==> config.mk <==
export PLATFORM = sky130hd
export DESIGN_NAME = dbus_amo_sequencer
export DESIGN_NICKNAME = d
export VERILOG_FILES = /design/src/rtl/dbus_amo_sequencer.sv
export SDC_FILE = /design/constraint.sdc
export NUM_CORES = 1
export LEC_CHECK = 0
export CAP_MARGIN = 20
export CELL_PAD_IN_SITES_DETAIL_PLACEMENT = 1
export CELL_PAD_IN_SITES_GLOBAL_PLACEMENT = 1
export CORE_MARGIN = 5
export CORE_UTILIZATION = 30
export DETAILED_ROUTE_END_ITERATION = 6
export HOLD_SLACK_MARGIN = 0.15
export PLACE_DENSITY = 0.81
export SYNTH_ARGS = -nofsm -noshare
export SYNTH_HDL_FRONTEND = slang
export SYNTH_SLANG_ARGS = --single-unit
==> constraint.sdc <==
create_clock -name clk_i -period 6.2 [get_ports clk_i]
set_input_delay 1.24 -clock clk_i [delete_from_list [all_inputs] [get_ports clk_i]]
set_output_delay 1.24 -clock clk_i [all_outputs]
set_load 0.02 [all_outputs]
==> src/rtl/dbus_amo_sequencer.sv <==
// dbus_amo_sequencer: round-robin arbiter + read-modify-write AMO engine.
// Ports: clk_i/rst_ni; per-core req/op/addr/wdata in, ack out;
//   rdata_o old value in ack cycle; busy_o; single-port mem_* bus.
module dbus_amo_sequencer #(
  parameter int NCORES     = 4,
  parameter int DMEM_ADDRW = 10
) (
  input  logic                         clk_i,
  input  logic                         rst_ni,
  input  logic [NCORES-1:0]            req_packed_i,
  input  logic [4*NCORES-1:0]          op_packed_i,
  input  logic [DMEM_ADDRW*NCORES-1:0] addr_packed_i,
  input  logic [32*NCORES-1:0]         wdata_packed_i,
  output logic [NCORES-1:0]            ack_packed_o,
  output logic [31:0]                  rdata_o,
  output logic                         busy_o,
  output logic                         mem_re_o,
  output logic                         mem_we_o,
  output logic [DMEM_ADDRW-1:0]        mem_addr_o,
  output logic [31:0]                  mem_wdata_o,
  output logic [3:0]                   mem_wstrb_o,
  input  logic [31:0]                  mem_rdata_i
);

  localparam int IW = (NCORES > 1) ? $clog2(NCORES) : 1;

  typedef enum logic [1:0] {
    IDLE, READ, CALC, WRITE
  } state_t;

  state_t state_q, state_d;

  logic [IW-1:0]         rr_q, idx_q;
  logic [3:0]            op_q;
  logic [DMEM_ADDRW-1:0] addr_q;
  logic [31:0]           opnd_q, old_q, new_q;

  logic                  gnt_vld;
  logic [IW-1:0]         gnt_idx, cand;
  logic [3:0]            op_sel;
  logic [DMEM_ADDRW-1:0] addr_sel;
  logic [31:0]           wd_sel, new_c;

  // First requester at or after rr_q, wrapping.
  always_comb begin
    gnt_vld = 1'b0;
    gnt_idx = '0;
    cand    = '0;
    for (int i = 0; i < NCORES; i++) begin
      cand = IW'((int'(rr_q) + i) % NCORES);
      if (!gnt_vld && req_packed_i[cand]) begin
        gnt_vld = 1'b1;
        gnt_idx = cand;
      end
    end
  end

  always_comb begin
    op_sel   = '0;
    addr_sel = '0;
    wd_sel   = '0;
    for (int k = 0; k < NCORES; k++) begin
      if (gnt_idx == IW'(k)) begin
        op_sel   = op_packed_i[4*k +: 4];
        addr_sel = addr_packed_i[DMEM_ADDRW*k +: DMEM_ADDRW];
        wd_sel   = wdata_packed_i[32*k +: 32];
      end
    end
  end

  // mem_rdata_i is valid during CALC; result is registered for WRITE.
  always_comb begin
    unique case (op_q)
      4'd0:    new_c = opnd_q;
      4'd1:    new_c = mem_rdata_i + opnd_q;
      4'd2:    new_c = mem_rdata_i ^ opnd_q;
      4'd3:    new_c = mem_rdata_i & opnd_q;
      4'd4:    new_c = mem_rdata_i | opnd_q;
      4'd5:    new_c = ($signed(mem_rdata_i) < $signed(opnd_q))
                       ? mem_rdata_i : opnd_q;
      4'd6:    new_c = ($signed(mem_rdata_i) > $signed(opnd_q))
                       ? mem_rdata_i : opnd_q;
      4'd7:    new_c = (mem_rdata_i < opnd_q) ? mem_rdata_i : opnd_q;
      4'd8:    new_c = (mem_rdata_i > opnd_q) ? mem_rdata_i : opnd_q;
      default: new_c = mem_rdata_i;
    endcase
  end

  always_comb begin
    state_d = state_q;
    unique case (state_q)
      IDLE:    if (gnt_vld) state_d = READ;
      READ:    state_d = CALC;
      CALC:    state_d = WRITE;
      WRITE:   state_d = IDLE;
      default: state_d = IDLE;
    endcase
  end

  always_ff @(posedge clk_i or negedge rst_ni) begin
    if (!rst_ni) begin
      state_q <= IDLE;
      rr_q    <= '0;
      idx_q   <= '0;
      op_q    <= '0;
      addr_q  <= '0;
      opnd_q  <= '0;
      old_q   <= '0;
      new_q   <= '0;
    end else begin
      state_q <= state_d;
      if (state_q == IDLE && gnt_vld) begin
        idx_q  <= gnt_idx;
        op_q   <= op_sel;
        addr_q <= addr_sel;
        opnd_q <= wd_sel;
        rr_q   <= (gnt_idx == IW'(NCORES - 1))
                  ? '0 : gnt_idx + 1'b1;
      end
      if (state_q == CALC) begin
        old_q <= mem_rdata_i;
        new_q <= new_c;
      end
    end
  end

  always_comb begin
    ack_packed_o = '0;
    rdata_o      = '0;
    mem_re_o     = 1'b0;
    mem_we_o     = 1'b0;
    mem_addr_o   = '0;
    mem_wdata_o  = '0;
    mem_wstrb_o  = '0;
    busy_o       = (state_q != IDLE);
    if (state_q == READ) begin
      mem_re_o   = 1'b1;
      mem_addr_o = addr_q;
    end
    if (state_q == WRITE) begin
      ack_packed_o[idx_q] = 1'b1;
      rdata_o    = old_q;
      mem_addr_o = addr_q;
      // Opcodes 9..15 complete as a plain read.
      if (op_q <= 4'd8) begin
        mem_we_o    = 1'b1;
        mem_wstrb_o = 4'hF;
        mem_wdata_o = new_q;
      end
    end
  end

endmodule

==> results of run 1 <==
-- registers in the layout (all words and copies together) (netlist names) --
signal and count:
new_q 32, old_q 32, opnd_q 32, addr_q 10
op_q 4, idx_q 2, rr_q 2, state_q 2
-- layer usage --
metal,track usage (%),vias up,routed length [µm]
li1,-,5315,-
met5,0,-,20
met1,29.2,5598,19800
met4,5.72,2,776
met3,5.63,50,2970
met2,38.6,358,22300
-- cell type report --
type | count | area, µm² | share of cell area (%)
Tap cell | 461 | 577 | 3.91
Clock buffer | 23 | 488 | 3.31
Multi-Input combinational cell | 1035 | 7090 | 48.1
Timing Repair Buffer | 325 | 3220 | 21.9
Sequential cell | 116 | 2900 | 19.7
Clock inverter | 9 | 125 | 0.848
Inverter | 91 | 342 | 2.32
-- metrics by stage --
step	hold WS, ns	power (W)
floorplan	0.442	0.00480
global placement	0.455	0.00639
detailed placement	0.466	0.00654
CTS	0.479	0.00764
global route	0.510	0.00821
finish	0.474	0.00762
-- final timing paths --
| check | start | end | slack (ns) | depth (start not counted) |
|---|---|---|---|---|
| setup / recovery | mem_rdata_i[31] | new_q[11] | 1.25 | 13 |
| hold reg to reg | addr_q[1] | addr_q[1] | 0.47 | 2 |
| max in group asynchronous | rst_ni | op_q[0] | 4.30 | 2 |
| hold / removal | addr_q[1] | addr_q[1] | 0.47 | 2 |
| setup reg to reg | op_q[1] | new_q[27] | 2.26 | 8 |
| min in group asynchronous | rst_ni | old_q[14] | 0.80 | 1 |
-- where the power goes --
part | total [W] | switching, W | internal, W | leakage [nW]
registers | 0.00148 | 0.000324 | 0.00116 | 1.35
logic | 0.00508 | 0.00312 | 0.00197 | 4.62
clock network | 0.00106 | 0.000390 | 0.000672 | 0.299
-- logic make-up after synthesis --
| group | after synthesis | share of synthesized area [%] |
|---|---|---|
| xor+xnor | 9 | 0.734 |
| compound gates | 473 | 29.6 |
| fa+ha+maj | 106 | 12.4 |
| flops | 116 | 27.0 |
| buf+inv | 198 | 7.62 |
| simple gates | 407 | 18.4 |
| mux | 40 | 4.26 |
-- worst reg2reg max path, cell delays in order (launching register included) --
cell	delay, ns
dfrtp_1	0.65
nor3_1	0.58
nand2b_2	0.74
inv_1	0.45
nor2_1	0.34
buf_4	0.25
o21ai_0	0.10
a2111oi_0	0.51
a221oi_1	0.18
-- cells in the mapped netlist (9+ instances only) --
cell type | count | area share (%)
nor2_1 | 179 | 6.3
a21oi_1 | 156 | 7.3
dfrtp_1 | 116 | 27
ha_1 | 105 | 12
inv_1 | 89 | 3.1
clkbuf_1 | 83 | 2.9
nand2_1 | 76 | 2.7
o21ai_0 | 71 | 3.3
a22oi_1 | 59 | 4.1
a211oi_1 | 38 | 2.7
and3_1 | 38 | 2.2
and2_1 | 34 | 2.0
mux2_2 | 33 | 3.5
a21o_1 | 20 | 1.4
a31oi_1 | 19 | 1.1
nor2b_1 | 19 | 1.1
a221oi_1 | 17 | 1.4
nor3_1 | 12 | 0.56
o2111ai_1 | 9 | 0.73
==> run metrics, run 1 <==
# IOs 307; TritonCTS Buffers 17; CTS max path bufs 2; Final Setup Violations 0; Antenna Nets Post-Route 0; Worst-Margin Slew 1.03 ns; via count 11300; Final min period 4.95 ns; Die ar. 39700 µm²; Setup crit start kind input port; Synth-to-Final Area Change 37.3%; final core utilization 41.6%; async set-reset flop share out of synthesis 100%; Post-Route WL 45.8 mm; Arr. time, crit path 5.24 ns; ANT cells 0; Root Buffer clkbuf_16; Power per Cell Area 517 nW/µm²; # fillers 4225; final net count 1914; leakage 6.27 nW; Worst Path Class, Setup input port to register; Seq/Total Area, Yosys 27.0%; FP Rows 69; Post-CTS Setup Inserts 0; most common cell after layout, fill and taps aside clkdlybuf4s50_1; H-tree Lvls 4; DR iter-0 viols 648; post-route DRC violation count 0; Placed Cells 2027; layout cells sized above 1 8.13%; TNS Setup 0 ns; RSZ-0062 raised after global routing false; pre-CTS WS 0.812 ns; commonest non-fill, non-tap cells in the layout clkdlybuf4s50_1, nor2_1, a21oi_1, dfrtp_1, ha_1; GRT Util Overall 22.8%; Final period util 79.8%; status complete, no violations; Core Area 35500 µm²; clk_skew 0.0179 ns; initial antenna violation count 1; Placer Congestion 0.913; slowest cell delay on critical path 0.59 ns; port bufs 306; final hold vios 0; vias in the first global route 12000; Slowest cell on crit path clkdlybuf4s50_1; Post-DP Area 14100 µm²; largest delay contributor family on the critical path simple AND/OR/NAND/NOR gates; crit-path cells clkdlybuf4s50_1 -> inv_1 -> ha_1 -> nor4_2 -> nand4_1 -> nor3_2 -> o32ai_1 -> a21oi_2 -> mux2i_4 -> inv_2 -> nand2_2 -> a221oi_2 -> a41oi_1; Max Slew Vio Count 0; DR WL/cell 22.3 µm; Final Non-Filler Cells 2060; fin area 14700 µm²; die height 199 µm; Hold-fix buffers, CTS 0; Clk Latency, worst-skew pair 0.44 ns; Buf/Inv on CP 3; final worst slack 1.25 ns; register bit count reported by yosys 116; clock-pin slew on the worst setup and hold paths 0.06 ns; clock sink count 116; PostCTS Resize Cnt 0; largest net degree at the start of global routing 78; kind of end point of the critical path register; CTS tree built; number of synthesized flops with an enable pin 0; hold crit path type register to register; global-route wire length before repair 70.5 mm; Synthesized Nets 1677; critical-path maximum fanout 20; drt first pass iters 5; Max rail drop VDD 0.000221 V; library cells used by synthesis 88; hpwl dp 35.0 mm; max cap viols 0; Synth warnings 0; total gr overflow 0; vias per inst 5.50; Post-Synthesis Cells 1349; Netlist Area Pre-Place 10700 µm²; fmax 0.202 GHz; top_reg_cell synth dfrtp_1; Mapped Avg Cell Area 7.96 µm²; critical path data required time 6.49 ns; Starting Density 30.3%; relative slew slack 31.4%; Die Width 199 µm
(Power assumes the default switching activity.)
==> inputs of run 2 (changes only) <==
--- a/config.mk
+++ b/config.mk
@@ -12,7 +12,7 @@
 export CORE_UTILIZATION = 30
 export DETAILED_ROUTE_END_ITERATION = 6
 export HOLD_SLACK_MARGIN = 0.15
-export PLACE_DENSITY = 0.81
+export PLACE_DENSITY = 0.84
 export SYNTH_ARGS = -nofsm -noshare
 export SYNTH_HDL_FRONTEND = slang
 export SYNTH_SLANG_ARGS = --single-unit
==> constraint.sdc (replaced) <==
create_clock -name clk_i -period 4.2 [get_ports clk_i]
set_input_delay 0.84 -clock clk_i [delete_from_list [all_inputs] [get_ports clk_i]]
set_output_delay 0.84 -clock clk_i [all_outputs]
set_load 0.02 [all_outputs]
==> run 2 against run 1 <==
Against the previous run:
- final area grew 5.7%
- register-to-register slack worse by 1.4 ns
- clock power is 58% higher
- sequential power up 45%
- critical path type unchanged
- die area stayed put
- highest routed layer unchanged
- sequential share of layout area shrank 1.1 points
- combinational power rose by 63%
- via count rose by 3.4%
- critical endpoint is now new_q[31]
- non-clock buffer count increased by 96
- utilization rose by 2.4 points
==> run metrics, run 2 (synthesis results as in run 1) <==
Max Slew Vio Count 0 (unchanged); clock share of power 13.8% (about the same); Pwr Total 0.0121 W (+59%); TNS Setup 0 ns (unchanged); GRT Util Overall 23.7% (+0.86 points); DR WL/cell 22.2 µm (about the same); Sequential Area 2900 µm² (unchanged); vias per inst 5.43 (-1.2%); Switch Pwr 0.00592 W (+54%); Final min period 3.87 ns; status complete, no violations; Worst-Margin Slew 1.09 ns (+0.0657 ns); crit-path cells clkdlybuf4s50_1 -> inv_1 -> ha_1 -> a21o_1 -> a21oi_1 -> o21ai_0 -> o21ai_0 -> a211oi_2 -> a221o_2 -> o31ai_1 -> a21oi_1 -> o41ai_1; Core Area 35500 µm² (unchanged); layout cells sized above 1 13.5% (+5.3 points); Synth-to-Final Area Change 45.1%; PostCTS Resize Cnt 0 (unchanged); # fillers 4228 (+0.071%); drt first pass iters 5 (unchanged); Comb pwr share 68.5% (+1.9 points); Arr. time, crit path 4.18 ns (-1.06 ns); Hold-fix buffers, CTS 0 (unchanged); port bufs 306 (unchanged); Largest regs new_q x32, old_q x32, opnd_q x32; vias in the first global route 12600 (+5.5%); via count 11700 (+3.4%); Post-Route WL 48.0 mm (+4.7%); max cap viols 0 (unchanged); hold crit path type register to register; Buf/Inv on CP 2 (-1); Power per Cell Area 778 nW/µm² (+50%); fin area 15600 µm² (+5.7%); Die ar. 39700 µm² (unchanged); Int Pwr 0.00620 W (+64%); largest net degree at the start of global routing 71 (-9.0%); global-route wire length before repair 73.0 mm (+3.5%); CTS max path bufs 2 (unchanged); die height 199 µm (unchanged); hpwl dp 37.7 mm (+7.8%); TritonCTS Buffers 17 (unchanged); clock-pin slew on the worst setup and hold paths 0.06 ns (about the same); initial antenna violation count 2 (+1); Post-DP Area 14900 µm² (+5.8%); final hold slack 0.485 ns (+0.0106 ns); Root Buffer clkbuf_16; RSZ-0062 raised after global routing false; clk_skew 0.0125 ns (-0.00538 ns); Clk Latency, worst-skew pair 0.44 ns (about the same); commonest non-fill, non-tap cells in the layout clkdlybuf4s50_1, nor2_1, a21oi_1, dfrtp_1, buf_4; final core utilization 43.9% (+2.4 points); final hold vios 0 (unchanged); total gr overflow 0 (unchanged); sw frac 48.8% (-1.4 points); most common cell after layout, fill and taps aside clkdlybuf4s50_1; relative slew slack 27.2% (-4.3 points); Starting Density 30.3% (unchanged); area occupied by multi-input gates 7080 µm² (-0.14%); CTS tree built; # IOs 307 (unchanged); critical-path maximum fanout 6 (-70%); DR iter-0 viols 772 (+19%); Sequential Power Share 17.7% (-1.7 points); post-route DRC violation count 0 (unchanged); FP Rows 69 (unchanged); Post-CTS Setup Inserts 0 (unchanged); critical path data required time 4.51 ns (-1.98 ns); Max rail drop VDD 0.000372 V (+69%); fmax 0.258 GHz; largest delay contributor family on the critical path compound AO/OA/AOI/OAI gates; Antenna Nets Post-Route 0 (unchanged); slowest cell delay on critical path 0.50 ns (-0.09 ns); clock sink count 116 (unchanged); H-tree Lvls 4 (unchanged); Worst Path Class, Setup input port to register; Final period util 92.1%; final net count 2010 (+5.0%); Placer Congestion 0.887 (-2.8%); Final Setup Violations 0 (unchanged); Slowest cell on crit path clkdlybuf4s50_1; leakage 6.78 nW (+8.2%); Setup crit start kind input port; kind of end point of the critical path register; Die Width 199 µm (unchanged)
[run 2: cell count changes in the layout (fill, tap and decap cells not counted), sizes merged]
cell and change:
clkbuf -6, bufinv +2, buf +96, inv +2
diode +1, clkinv +3, clkinvlp -1
[run 2: final cells by class]
cell class	instances	area share (%)
Multi-Input combinational cell	1035	45.4
Timing Repair Buffer	421	25.8
Sequential cell	116	18.6
Tap cell	461	3.70
Clock buffer	17	2.73
Inverter	91	2.19
Clock inverter	15	1.47
Antenna cell	1	0.0161
[run 2: worst min-delay path, delay by kind of cell, from the launching register on]
family           cells  cell delay (ns)
flip-flops           1             0.35
AO/OA/AOI/OAI        1             0.06
AND/OR/NAND/NOR      1             0.05
[run 2: path summary, 6_finish.rpt]
kind / from / to / slack (ns) / cells after the start
max in group asynchronous: rst_ni / opnd_q[30] / 2.88 / 2
worst max register to register: opnd_q[8] / new_q[31] / 0.82 / 11
worst min register to register: addr_q[1] / addr_q[1] / 0.48 / 2
worst min-delay path: addr_q[1] / addr_q[1] / 0.48 / 2
min in group asynchronous: rst_ni / old_q[14] / 0.49 / 1
worst max-delay path: mem_rdata_i[8] / new_q[31] / 0.33 / 12
[run 2: power by group through the flow]
stage | sequential (W) | combinational [W] | clock (W)
6_report | 0.00214 | 0.00830 | 0.00167
5_1_grt | 0.00220 | 0.00900 | 0.00175
4_1_cts | 0.00214 | 0.00830 | 0.00170
3_5_place_dp | 0.00216 | 0.00824 | 0
3_3_place_gp | 0.00212 | 0.00799 | 0
2_1_floorplan | 0.00195 | 0.00512 | 0
[run 2: stage by stage]
step	instances	setup WS, ns
2_1_floorplan	1349	0.886
3_5_place_dp	2124	-0.0513
4_1_cts	2156	0.371
5_1_grt	2157	0.123
6_report	2157	0.331
3_3_place_gp	2124	-0.0221
[run 2: metal layers]
layer | vias to the layer above | GRT usage [%] | share of wire, %
met5 | - | 0 | 0.027
met4 | 2 | 6.91 | 2.5
met3 | 89 | 5.14 | 6.4
met2 | 423 | 41.0 | 49
met1 | 5691 | 29.6 | 42
li1 | 5505 | - | -
==> inputs of run 3 (changes only) <==
--- a/config.mk
+++ b/config.mk
@@ -10,6 +10,7 @@
 export CELL_PAD_IN_SITES_GLOBAL_PLACEMENT = 1
 export CORE_MARGIN = 5
 export CORE_UTILIZATION = 30
+export CTS_CLUSTER_SIZE = 30
 export DETAILED_ROUTE_END_ITERATION = 6
 export HOLD_SLACK_MARGIN = 0.15
 export PLACE_DENSITY = 0.84
==> results of run 3 <==
Same layout as run 2: the final DEF is identical, and so are final timing and power.
